--- src/rtl/mem_port_arbiter_pkg.sv ---
// Shared definitions for the CPU memory-port arbiter: FSM state encoding,
// requester IDs and the default bus widths also used by the control matrix.
package mem_port_arbiter_pkg;

   localparam int ADDR_W_DEF = 16;
   localparam int DATA_W_DEF = 8;

   typedef enum logic [1:0] {
      IDLE  = 2'd0,
      GNT_F = 2'd1,
      GNT_D = 2'd2,
      DONE  = 2'd3
   } arb_state_e;

   typedef enum logic {
      REQ_F = 1'b0,
      REQ_D = 1'b1
   } req_id_e;

endpackage

--- src/rtl/mem_port_arbiter_arb_rr_pick.sv ---
// Two-way round-robin picker: on a conflict the requester that was not
// granted last wins; a lone requester always wins.
module arb_rr_pick
   import mem_port_arbiter_pkg::*;
(
   input  logic    f_req,
   input  logic    d_req,
   input  req_id_e last_gnt,
   output logic    gnt_f,
   output logic    gnt_d
);

   assign gnt_f = f_req && (!d_req || (last_gnt == REQ_D));
   assign gnt_d = d_req && (!f_req || (last_gnt == REQ_F));

endmodule

--- src/rtl/mem_port_arbiter.sv ---
// Serialises fetch and data requests onto the single byte-wide memory port,
// one outstanding transaction at a time. Define ARB_TIMEOUT_EN to bound the
// wait for mem_ack to TIMEOUT cycles and raise a sticky err flag on expiry.
module mem_port_arbiter
   import mem_port_arbiter_pkg::*;
#(
   parameter int ADDR_W  = ADDR_W_DEF,
   parameter int DATA_W  = DATA_W_DEF,
   parameter int TIMEOUT = 15
) (
   input  logic              clock,
   input  logic              reset_n,
   input  logic              f_req,
   input  logic [ADDR_W-1:0] f_addr,
   output logic              f_done,
   output logic [DATA_W-1:0] f_rdata,
   input  logic              d_req,
   input  logic              d_we,
   input  logic [ADDR_W-1:0] d_addr,
   input  logic [DATA_W-1:0] d_wdata,
   output logic              d_done,
   output logic [DATA_W-1:0] d_rdata,
   output logic              mem_req,
   output logic              mem_we,
   output logic [ADDR_W-1:0] mem_addr,
   output logic [DATA_W-1:0] mem_wdata,
   input  logic [DATA_W-1:0] mem_rdata,
   input  logic              mem_ack,
   output logic              err
);

   if (TIMEOUT < 1) begin : g_bad_timeout
      $error("TIMEOUT must be at least 1");
   end

   arb_state_e        state_q, state_d;
   req_id_e           last_gnt_q, last_gnt_d;
   logic              mem_req_q, mem_req_d;
   logic              mem_we_q, mem_we_d;
   logic [ADDR_W-1:0] mem_addr_q, mem_addr_d;
   logic [DATA_W-1:0] mem_wdata_q, mem_wdata_d;
   logic              f_done_q, f_done_d;
   logic              d_done_q, d_done_d;
   logic [DATA_W-1:0] f_rdata_q, f_rdata_d;
   logic [DATA_W-1:0] d_rdata_q, d_rdata_d;
   logic              gnt_f, gnt_d;
   logic              in_gnt;
   logic              tmo;

   arb_rr_pick u_pick (
      .f_req    (f_req),
      .d_req    (d_req),
      .last_gnt (last_gnt_q),
      .gnt_f    (gnt_f),
      .gnt_d    (gnt_d)
   );

   assign in_gnt = (state_q == GNT_F) || (state_q == GNT_D);

`ifdef ARB_TIMEOUT_EN
   localparam int CNT_W = $clog2(TIMEOUT + 1);

   logic [CNT_W-1:0] cnt_q, cnt_d;
   logic             err_q, err_d;

   // Counter holds the number of ack-less wait cycles already spent in GNT_x.
   always_comb begin
      cnt_d = '0;
      tmo   = 1'b0;
      err_d = err_q;
      if (in_gnt && !mem_ack) begin
         if (cnt_q == CNT_W'(TIMEOUT - 1)) begin
            tmo   = 1'b1;
            err_d = 1'b1;
         end else begin
            cnt_d = cnt_q + 1'b1;
         end
      end
   end

   always_ff @(posedge clock or negedge reset_n) begin
      if (!reset_n) begin
         cnt_q <= '0;
         err_q <= 1'b0;
      end else begin
         cnt_q <= cnt_d;
         err_q <= err_d;
      end
   end

   assign err = err_q;
`else
   assign tmo = 1'b0;
   assign err = 1'b0;
`endif

   always_comb begin
      state_d     = state_q;
      last_gnt_d  = last_gnt_q;
      mem_req_d   = mem_req_q;
      mem_we_d    = mem_we_q;
      mem_addr_d  = mem_addr_q;
      mem_wdata_d = mem_wdata_q;
      f_done_d    = 1'b0;
      d_done_d    = 1'b0;
      f_rdata_d   = f_rdata_q;
      d_rdata_d   = d_rdata_q;
      case (state_q)
         IDLE: begin
            if (gnt_f) begin
               state_d     = GNT_F;
               last_gnt_d  = REQ_F;
               mem_req_d   = 1'b1;
               mem_we_d    = 1'b0;
               mem_addr_d  = f_addr;
               mem_wdata_d = '0;
            end else if (gnt_d) begin
               state_d     = GNT_D;
               last_gnt_d  = REQ_D;
               mem_req_d   = 1'b1;
               mem_we_d    = d_we;
               mem_addr_d  = d_addr;
               mem_wdata_d = d_wdata;
            end
         end
         GNT_F, GNT_D: begin
            // An ack on the expiry cycle still counts as a normal completion.
            if (mem_ack || tmo) begin
               if (mem_ack && !mem_we_q) begin
                  if (state_q == GNT_F) f_rdata_d = mem_rdata;
                  else                  d_rdata_d = mem_rdata;
               end
               mem_req_d = 1'b0;
               mem_we_d  = 1'b0;
               f_done_d  = (state_q == GNT_F);
               d_done_d  = (state_q == GNT_D);
               state_d   = DONE;
            end
         end
         DONE:    state_d = IDLE;
         default: state_d = IDLE;
      endcase
   end

   always_ff @(posedge clock or negedge reset_n) begin
      if (!reset_n) begin
         state_q     <= IDLE;
         last_gnt_q  <= REQ_F;
         mem_req_q   <= 1'b0;
         mem_we_q    <= 1'b0;
         mem_addr_q  <= '0;
         mem_wdata_q <= '0;
         f_done_q    <= 1'b0;
         d_done_q    <= 1'b0;
         f_rdata_q   <= '0;
         d_rdata_q   <= '0;
      end else begin
         state_q     <= state_d;
         last_gnt_q  <= last_gnt_d;
         mem_req_q   <= mem_req_d;
         mem_we_q    <= mem_we_d;
         mem_addr_q  <= mem_addr_d;
         mem_wdata_q <= mem_wdata_d;
         f_done_q    <= f_done_d;
         d_done_q    <= d_done_d;
         f_rdata_q   <= f_rdata_d;
         d_rdata_q   <= d_rdata_d;
      end
   end

   assign mem_req   = mem_req_q;
   assign mem_we    = mem_we_q;
   assign mem_addr  = mem_addr_q;
   assign mem_wdata = mem_wdata_q;
   assign f_done    = f_done_q;
   assign d_done    = d_done_q;
   assign f_rdata   = f_rdata_q;
   assign d_rdata   = d_rdata_q;

endmodule

--- config.mk ---
export PLATFORM = sky130hd
export DESIGN_NAME = mem_port_arbiter
export DESIGN_NICKNAME = d
export VERILOG_FILES = /design/src/rtl/mem_port_arbiter_pkg.sv /design/src/rtl/mem_port_arbiter_arb_rr_pick.sv /design/src/rtl/mem_port_arbiter.sv
export SDC_FILE = /design/constraint.sdc
export NUM_CORES = 1
export LEC_CHECK = 0
export ABC_AREA = 0
export CAP_MARGIN = 20
export CORE_UTILIZATION = 41
export DETAILED_ROUTE_END_ITERATION = 12
export PLACE_DENSITY_LB_ADDON = 0.2
export SYNTH_ARGS = -nofsm -noshare
export SYNTH_HDL_FRONTEND = slang
export SYNTH_SLANG_ARGS = --single-unit
--- constraint.sdc ---
create_clock -name clock -period 2.1 [get_ports clock]
set_input_delay 0.525 -clock clock [delete_from_list [all_inputs] [get_ports clock]]
set_output_delay 0.525 -clock clock [all_outputs]
set_load 0.03 [all_outputs]
==> results of run 1 <==
-- worst register-to-register path, stage by stage (launching register included) --
cell and delay, ns:
dfrtp_1 0.41, inv_1 0.10, ha_1 0.44, nand2_2 0.10
nor3_4 0.35, mux2_2 0.40
-- worst max-delay path by stage --
stage                           start                 endpoint  slack [ns]
2_1_floorplan  state_q[0]$_DFFE_PN0P_   d_rdata[0]$_DFFE_PN0P_        0.45
3_3_place_gp                    f_req  mem_addr[3]$_DFFE_PN0P_        0.05
3_5_place_dp                    f_req  mem_addr[9]$_DFFE_PN0P_      -0.001
4_1_cts            mem_we$_DFFE_PN0P_                   mem_we        0.12
5_1_grt        state_q[0]$_DFFE_PN0P_   d_rdata[5]$_DFFE_PN0P_        0.06
6_report           mem_we$_DFFE_PN0P_                   mem_we        0.14
-- per-stage QoR --
stage | std cells | area (sq um)
after CTS | 353 | 3250
after global routing | 353 | 3250
after detailed placement | 347 | 3170
after global placement | 347 | 3170
after floorplan | 186 | 2120
final | 353 | 3250
-- report_power, final --
part | switching (mW) | internal, mW | leakage [nW]
clock | 0.268 | 0.222 | 0.0371
sequential | 0.245 | 1.35 | 0.561
combinational | 1.66 | 1.36 | 0.758
total | 2.17 | 2.94 | 1.36
-- cells by family (layout without fill, tap and decap cells) --
kind of cell / count (synthesis) / count (layout) / share of synthesized area
flip-flops: 47 / 47 / 0.555
multiplexers: 17 / 17 / 0.0920
AO/OA/AOI/OAI: 69 / 69 / 0.202
buffers and inverters: 18 / 118 / 0.0490
adder cells (fa/ha/maj): 5 / 5 / 0.0295
other: 1 / 1 / 0.00177
AND/OR/NAND/NOR: 29 / 29 / 0.0714
-- cell type report --
cell class	instances	area [sq um]
Fill cell	386	1600
Sequential cell	47	1180
Timing Repair Buffer	107	1050
Multi-Input combinational cell	121	841
Tap cell	67	83.8
Clock buffer	6	72.6
Inverter	5	18.8
-- state kept, by name, indices dropped and copies added, names as in the netlist --
register,count
mem_we,1
mem_addr,16
f_rdata,8
d_done,1
mem_req,1
last_gnt_q,1
d_rdata,8
f_done,1
state_q,2
mem_wdata,8
-- placed cells by master, fill, tap and decap left out, drive strengths merged --
cell,n
nand2,3
o41ai,1
and3,1
and2b,1
o31ai,1
a21oi,18
a31oi,16
nor3b,1
o21a,1
inv,5
buf,11
nand2b,2
nor3,1
nor2,17
dfrtp,47
ha,5
mux2,17
a22o,8
and2,1
conb,1
o22ai,2
clkdlybuf4s50,96
nor2b,1
or2,1
clkbuf,6
o21ai,20
o2bb2ai,1
a21o,1
-- cell usage after synthesis (2+ instances only) --
library cell | n | share of area
nand2_1 | 2 | 0.0035
nor2_1 | 17 | 0.030
o21ai_0 | 14 | 0.033
nand2b_1 | 2 | 0.0059
a22o_1 | 8 | 0.033
a21oi_1 | 17 | 0.040
ha_1 | 5 | 0.029
buf_4 | 6 | 0.021
inv_1 | 5 | 0.0089
mux2_2 | 16 | 0.085
buf_2 | 4 | 0.0094
o21ai_1 | 5 | 0.012
o22ai_1 | 2 | 0.0059
dfrtp_1 | 47 | 0.55
a31oi_1 | 16 | 0.047
-- per-layer routing --
layer	wire length, microns	global-route usage
met5	0	0
met4	36	0.0577
met3	339	0.0521
met2	2660	0.358
met1	2340	0.255
==> flow_summary.ini, run 1 <==
[run_status]
status = finished, final reports clean

[grt]
grtUsageTotal = 0.207
gr-total-overflow = 0
grt_pass1_vias = 1799
grt_first_pass_wirelength_mm = 8.40
grt_max_degree = 26
grt_antenna_before_repair = 0

[layout]
areaGrowthSynthToFinish_pct = 53.0
drive_gt1_frac = 0.133
post-route-util = 0.669
final_nets = 346
diodes = 0

[sta]
fin_crit_ns = 1.96
setup_slack_ns = 0.143
slew_headroom = 0.560
holdWs_ns = 0.154
setup_viol = 0
period_share = 0.932
tightest_slew_ns = 0.657
rsz0062_at_grt = no
finalHoldViolCount = 0
fin_setup_tns_ns = 0
slew_violations = 0
skew_ns = 0.00996
fmaxAchievable_mhz = 511

[yosys]
ys.warnings.count = 0
seq_area_frac_synth = 0.555
synth_top_flop_cell = dfrtp_1
synth_nets = 245
async_reset_ff_frac = 1.00
netlist_area_sq_um = 2120
syn_inst = 186
synth_edf_count = 0
ys_ff_latch = 47
synth_area_per_cell_sq_um = 11.4
synth_cell_types = 35

[clock_network]
ctsResizeCount = 0
cts_sinks = 47
cts_buffers = 5
clk_latency_ns = 0.29
cts_tree = done
clk_pin_slew_ns = 0.08
cts_setup_buffers = 0
htree_num_levels = 2
cts-root-buf = clkbuf_8
clock_path_buffers = 2
cts_hold_buf = 0

[placement]
placement.io_buffers = 97
gp_congestion = 0.823
place_hpwl_mm = 3.97
pre_cts_ws_ns = -0.00133

[die]
fp.dieH_microns = 73.9
die_w_microns = 73.9
core_area_sq_um = 4850
initial_core_util = 0.437
die-area_sq_um = 5460
fp-row-count = 25
io_pins = 99

[detailed_routing]
first_pass_iters = 4
final_antenna_net_count = 0
wl_mm = 5.37
vias_per_cell = 5.13
wl_per_cell_microns = 15.2
via_count = 1811
drc = 0
drt-initial-drc-count = 130

[run]
maxCapViolations = 0

[setup_path]
cp.arrival_ns = 1.43
worstSetupPathType = reg2out
cp_top_family = buffers and inverters
endpoint_kind = output port
rr_endpoint = d_rdata[7]$_DFFE_PN0P_
r2r_cells = 5
crit_buf_inv = 1
cp.depth = 1
cp_slowest_cell = clkdlybuf4s50_1
cpPeakStageDelay_ns = 0.71
worstPathMaxFanout = 4
cp-start-kind = flop
timing.rr.start = state_q[0]$_DFFE_PN0P_
path_cells = clkdlybuf4s50_1
rrSetupSlack_ns = 0.20
cp_data_required_time_ns = 1.57

[pwr]
power_mw = 5.11
peakVddDrop_mv = 0.899
p_per_area_nw_per_um2 = 1580
total_leakage_power_nw = 1.36

[min_path]
min_path_type = in2async
(Power assumes the default switching activity.)
==> inputs of run 2 (changes only) <==
Settings changed: CAP_MARGIN 20 to 5.
==> results of run 2 <==
No change in the layout: final DEF, timing and power equal those of run 1.
==> inputs of run 3 (changes only) <==
Settings changed: TNS_END_PERCENT from default to 1.
==> results of run 3 <==
No change in the layout: final DEF, timing and power equal those of run 1.
==> edit 1 (flow settings as in run 3) <==
Re-encode `arb_state_e` (4 states) as one-hot, 4 bits wide.
--- a/src/rtl/mem_port_arbiter_pkg.sv
+++ b/src/rtl/mem_port_arbiter_pkg.sv
@@ -5,11 +5,11 @@
    localparam int ADDR_W_DEF = 16;
    localparam int DATA_W_DEF = 8;
 
-   typedef enum logic [1:0] {
-      IDLE  = 2'd0,
-      GNT_F = 2'd1,
-      GNT_D = 2'd2,
-      DONE  = 2'd3
+   typedef enum logic [3:0] {
+      IDLE  = 4'b0001,
+      GNT_F = 4'b0010,
+      GNT_D = 4'b0100,
+      DONE  = 4'b1000
    } arb_state_e;
 
    typedef enum logic {
Formal check against the unedited RTL: no difference found for any inputs over 10 cycles, from zero or initial values and one cycle with reset_n low; not proved beyond that.
==> edit 1 against run 3 <==
Utilization down 1.9 points. Die area up 6.9%. Cell area up 4.4%. Global-route usage down 0.69 points. Clock power up 8.6%. First-iteration DRC count down 27%. Via count up 7.9%. Sequential cell count up 2. Power down 0.76%. Largest power group unchanged. Setup slack better by 0.012 ns. Non-clock buffer count unchanged. Wire length up 4.2%. Area after synthesis up 7.1%.
==> edit 1: results (changes against run 3) <==
| Metric | Value |
|---|---|
| Placer Congestion | 0.717 (-13%) |
| WS Path Type | reg -> reg |
| Area after DPL | 3310 um^2 (+4.2%) |
| Layout Nets | 351 (+1.4%) |
| Slowest cell on the critical path | or4b_2 |
| CP max stage delay | 0.65 ns (-0.06 ns) |
| Met1 usage | 0.261 (+0.00574) |
| Outcome | complete, no violations |
| Hold Path Class | in -> async |
| Maximum VDD drop | 0.643 mV (-28%) |
| Place WS | -0.362 ns (-0.361 ns) |
| Fillers | 450 (+17%) |
| Post-synthesis sequential area ratio | 0.540 (-0.0141) |
| Post-Synth XOR/XNOR Area | 0.00386 (+0.00386) |
| Avg Cell Area, Syn | 11.2 um^2 (-1.4%) |
| Synth Area in Compound Gates | 0.244 (+0.0418) |
| Met3 wire length | 437 um (+29%) |
| CP endpoint | mem_addr[9]$_DFFE_PN0P_ |
| Internal power | 2.90 mW (-1.3%) |
| Reg2reg start | state_q[0]$_DFFE_PN1P_ |
| Mux cell area share after synthesis | 0.106 (+0.0137) |
| Crit path DAT | 2.09 ns (+0.66 ns) |
| Largest net degree at the start of global routing | 31 (+19%) |
| Skew final | 0.00733 ns (-0.00263 ns) |
| Leak | 1.39 nW (+2.3%) |
| Final WS setup | 0.155 ns (+0.0122 ns) |
| R2R depth | 3 (-2) |
| Post-DP HPWL | 3.98 mm (+0.37%) |
| Initial drt markers | 95 (-27%) |
| Post-DR wirelength/cell | 15.2 um (about the same) |
| Met3 Use GR | 0.0551 (+0.00296) |
| Synth Net Count | 256 (+4.5%) |
| Placed cells | 360 (+3.7%) |
| Asr flop ratio synth | 1.00 (unchanged) |
| Worst slew pin tran | 0.716 ns (+0.0588 ns) |
| Clk power | 533 uW (+8.6%) |
| Routed Wire Length | 5.59 mm (+4.2%) |
| Vias in the first global route | 1964 (+9.2%) |
| First-pass GRT wire length | 9.40 mm (+12%) |
| Synth warn | 0 (unchanged) |
| Met2 wire len | 2.67 mm (+0.53%) |
| Delay-heaviest family, CP | simple AND/OR/NAND/NOR gates |
| Met2 usage in global routing | 0.325 (-0.0324) |
| Root Driver | clkbuf_8 |
| Most common library cells after synthesis | 48 x dfrtp_1, 42 x o21ai_0, 18 x a21oi_1 |
| Global-route usage over all layers | 0.200 (-0.00691) |
| Worst Path Max Fanout | 18 (+14) |
| Layout cells sized above 1 | 0.141 (+0.00807) |
| Yosys top cell area share | 0.529 (-0.0256) |
| Combinational gate power | 2.85 mW (-6%) |
| Via density | 5.31 (+3.5%) |
| Post-Synth Adder-Cell Area | 0 (-0.0295) |
| Post-cts resize count | 1 (+1) |
| P&R area growth vs syn | 49.1% |
| Unique masters post-synth | 29 (-17%) |
| Wl on met1 | 2.41 mm (+3.1%) |
| Top post-synthesis cells by area | dfrtp_1 53%, mux2_4 11%, o21ai_0 9.3% |
-- edit 1: changes by cell type in the layout (fill, tap and decap cells not counted), sizes merged, moves of 2 or more --
| cell | run 3 | this run |
|---|---|---|
| inv | 5 | 2 |
| nand2b | 2 | 0 |
| ha | 5 | 0 |
| a22o | 8 | 1 |
| nor2 | 17 | 6 |
| clkinv | 0 | 2 |
| or4b | 0 | 3 |
| o22ai | 2 | 0 |
| nand2 | 3 | 1 |
| o21ai | 20 | 42 |
| o211ai | 0 | 16 |
-- edit 1: stage by stage --
stage	total power, mW	hold WS [ns]
after floorplan	3.40	0.229
after global placement	4.52	0.490
after detailed placement	4.57	0.494
after CTS	5.11	0.263
after global routing	5.37	0.291
final	5.07	0.252
-- edit 1: area by class of cell --
| type | count | share of cell area |
|---|---|---|
| tap | 70 | 0.0259 |
| clock buffer | 6 | 0.0214 |
| multi-input combinational | 132 | 0.278 |
| timing repair buffer | 107 | 0.307 |
| inverter | 2 | 0.00222 |
| clock inverter | 2 | 0.00296 |
| sequential | 49 | 0.362 |
==> edit 2 (settings of run 3) <==
Without the edit above. Build with the macro `ARB_TIMEOUT_EN` defined.
--- a/src/rtl/mem_port_arbiter.sv
+++ b/src/rtl/mem_port_arbiter.sv
@@ -1,6 +1,8 @@
 // Serialises fetch and data requests onto the single byte-wide memory port,
 // one outstanding transaction at a time. Define ARB_TIMEOUT_EN to bound the
 // wait for mem_ack to TIMEOUT cycles and raise a sticky err flag on expiry.
+`define ARB_TIMEOUT_EN
+
 module mem_port_arbiter
    import mem_port_arbiter_pkg::*;
 #(
Function: same outputs for any inputs over 10 cycles, from zero or initial values and one cycle with reset_n low; that may be too few to reach the edited logic, so the function may still have changed.
==> edit 2 against run 3 <==
Register-to-register slack got worse by 0.04 ns. Sequential share of layout area up 1.1 points. Setup slack worse by 0.034 ns. Sequential cell count is 5 higher. Wire length shrank 2.5%. Count of clock-buffer cells in the layout is the same. First-iteration DRC count decreased by 62%. Cell area up 7.5%. Area after synthesis increased by 8.6%. Power is 3.9% higher. Critical path type unchanged. Largest power group unchanged.
==> edit 2: results (changes against run 3) <==
| Metric | Value |
|---|---|
| Reg2reg start | state_q[1]$_DFFE_PN0P_ |
| Internal power | 3.11 mW (+5.7%) |
| Placed cells | 367 (+5.8%) |
| Register area | 1300 um^2 (+11%) |
| Layout Nets | 364 (+5.2%) |
| Min cycle time layout | 1.99 ns (+0.0344 ns) |
| Outcome | complete, no violations |
| Mapped Cells | 202 (+8.6%) |
| Mux cell area share after synthesis | 0.0924 (+0.000356) |
| Crit path DAT | 1.47 ns (+0.04 ns) |
| Leak | 1.47 nW (+8.2%) |
| R2R setup slack | 0.16 ns (-0.04 ns) |
| Synth Net Count | 262 (+6.9%) |
| Hold_ws | 0.0877 ns (-0.0667 ns) |
| Vias | 1879 (+3.8%) |
| Clock transition at the registers of the reported paths | 0.10 ns (+0.02 ns) |
| Via density | 5.01 (-2.3%) |
| Post-Synth Adder-Cell Area | 0.0326 (+0.00311) |
| Reg2Reg Capture Point | d_rdata[5]$_DFFE_PN0P_ |
| PortBufs | 98 (+1.0%) |
| Worst slew pin tran | 0.431 ns (-0.226 ns) |
| Top post-synthesis cells by area | dfrtp_1 57%, mux2_2 8.8%, a31oi_1 4.9% |
| Layout cells sized above 1 | 0.131 (-0.00172) |
| Fillers | 456 (+18%) |
| Unique masters post-synth | 33 (-5.7%) |
| Met3 Use GR | 0.0357 (-0.0164) |
| Place WS | 0.00942 ns (+0.0108 ns) |
| Post-DP HPWL | 3.94 mm (-0.77%) |
| Global-route usage over all layers | 0.192 (-0.0146) |
| Largest net degree at the start of global routing | 41 (+58%) |
| Met2 wire len | 2.56 mm (-3.7%) |
| Met1 usage | 0.246 (-0.00897) |
| Post-synthesis sequential area ratio | 0.565 (+0.0106) |
| Initial drt markers | 49 (-62%) |
[edit 2: cell types whose count changed after synthesis, sizes merged, moves of 2 or more]
cell,change
buf,-4
clkbuf,+2
nand3,+18
a31oi,+2
a21oi,-15
o22ai,-2
nor2,+6
dfrtp,+5
o21ai,-2
[edit 2: power groups by stage]
stage | clock (mW) | sequential, mW | combinational (mW)
6_report | 0.598 | 1.70 | 3.01
5_1_grt | 0.650 | 1.77 | 3.21
4_1_cts | 0.610 | 1.71 | 3.05
3_5_place_dp | 0 | 1.72 | 3.04
3_3_place_gp | 0 | 1.72 | 2.99
2_1_floorplan | 0 | 2.52 | 1.04
[edit 2: layout make-up]
| class | count | area share |
|---|---|---|
| Inverter | 4 | 0.00430 |
| Multi-Input combinational cell | 135 | 0.265 |
| Tap cell | 70 | 0.0251 |
| Clock inverter | 2 | 0.00430 |
| Sequential cell | 52 | 0.373 |
| Clock buffer | 6 | 0.0237 |
| Timing Repair Buffer | 106 | 0.304 |
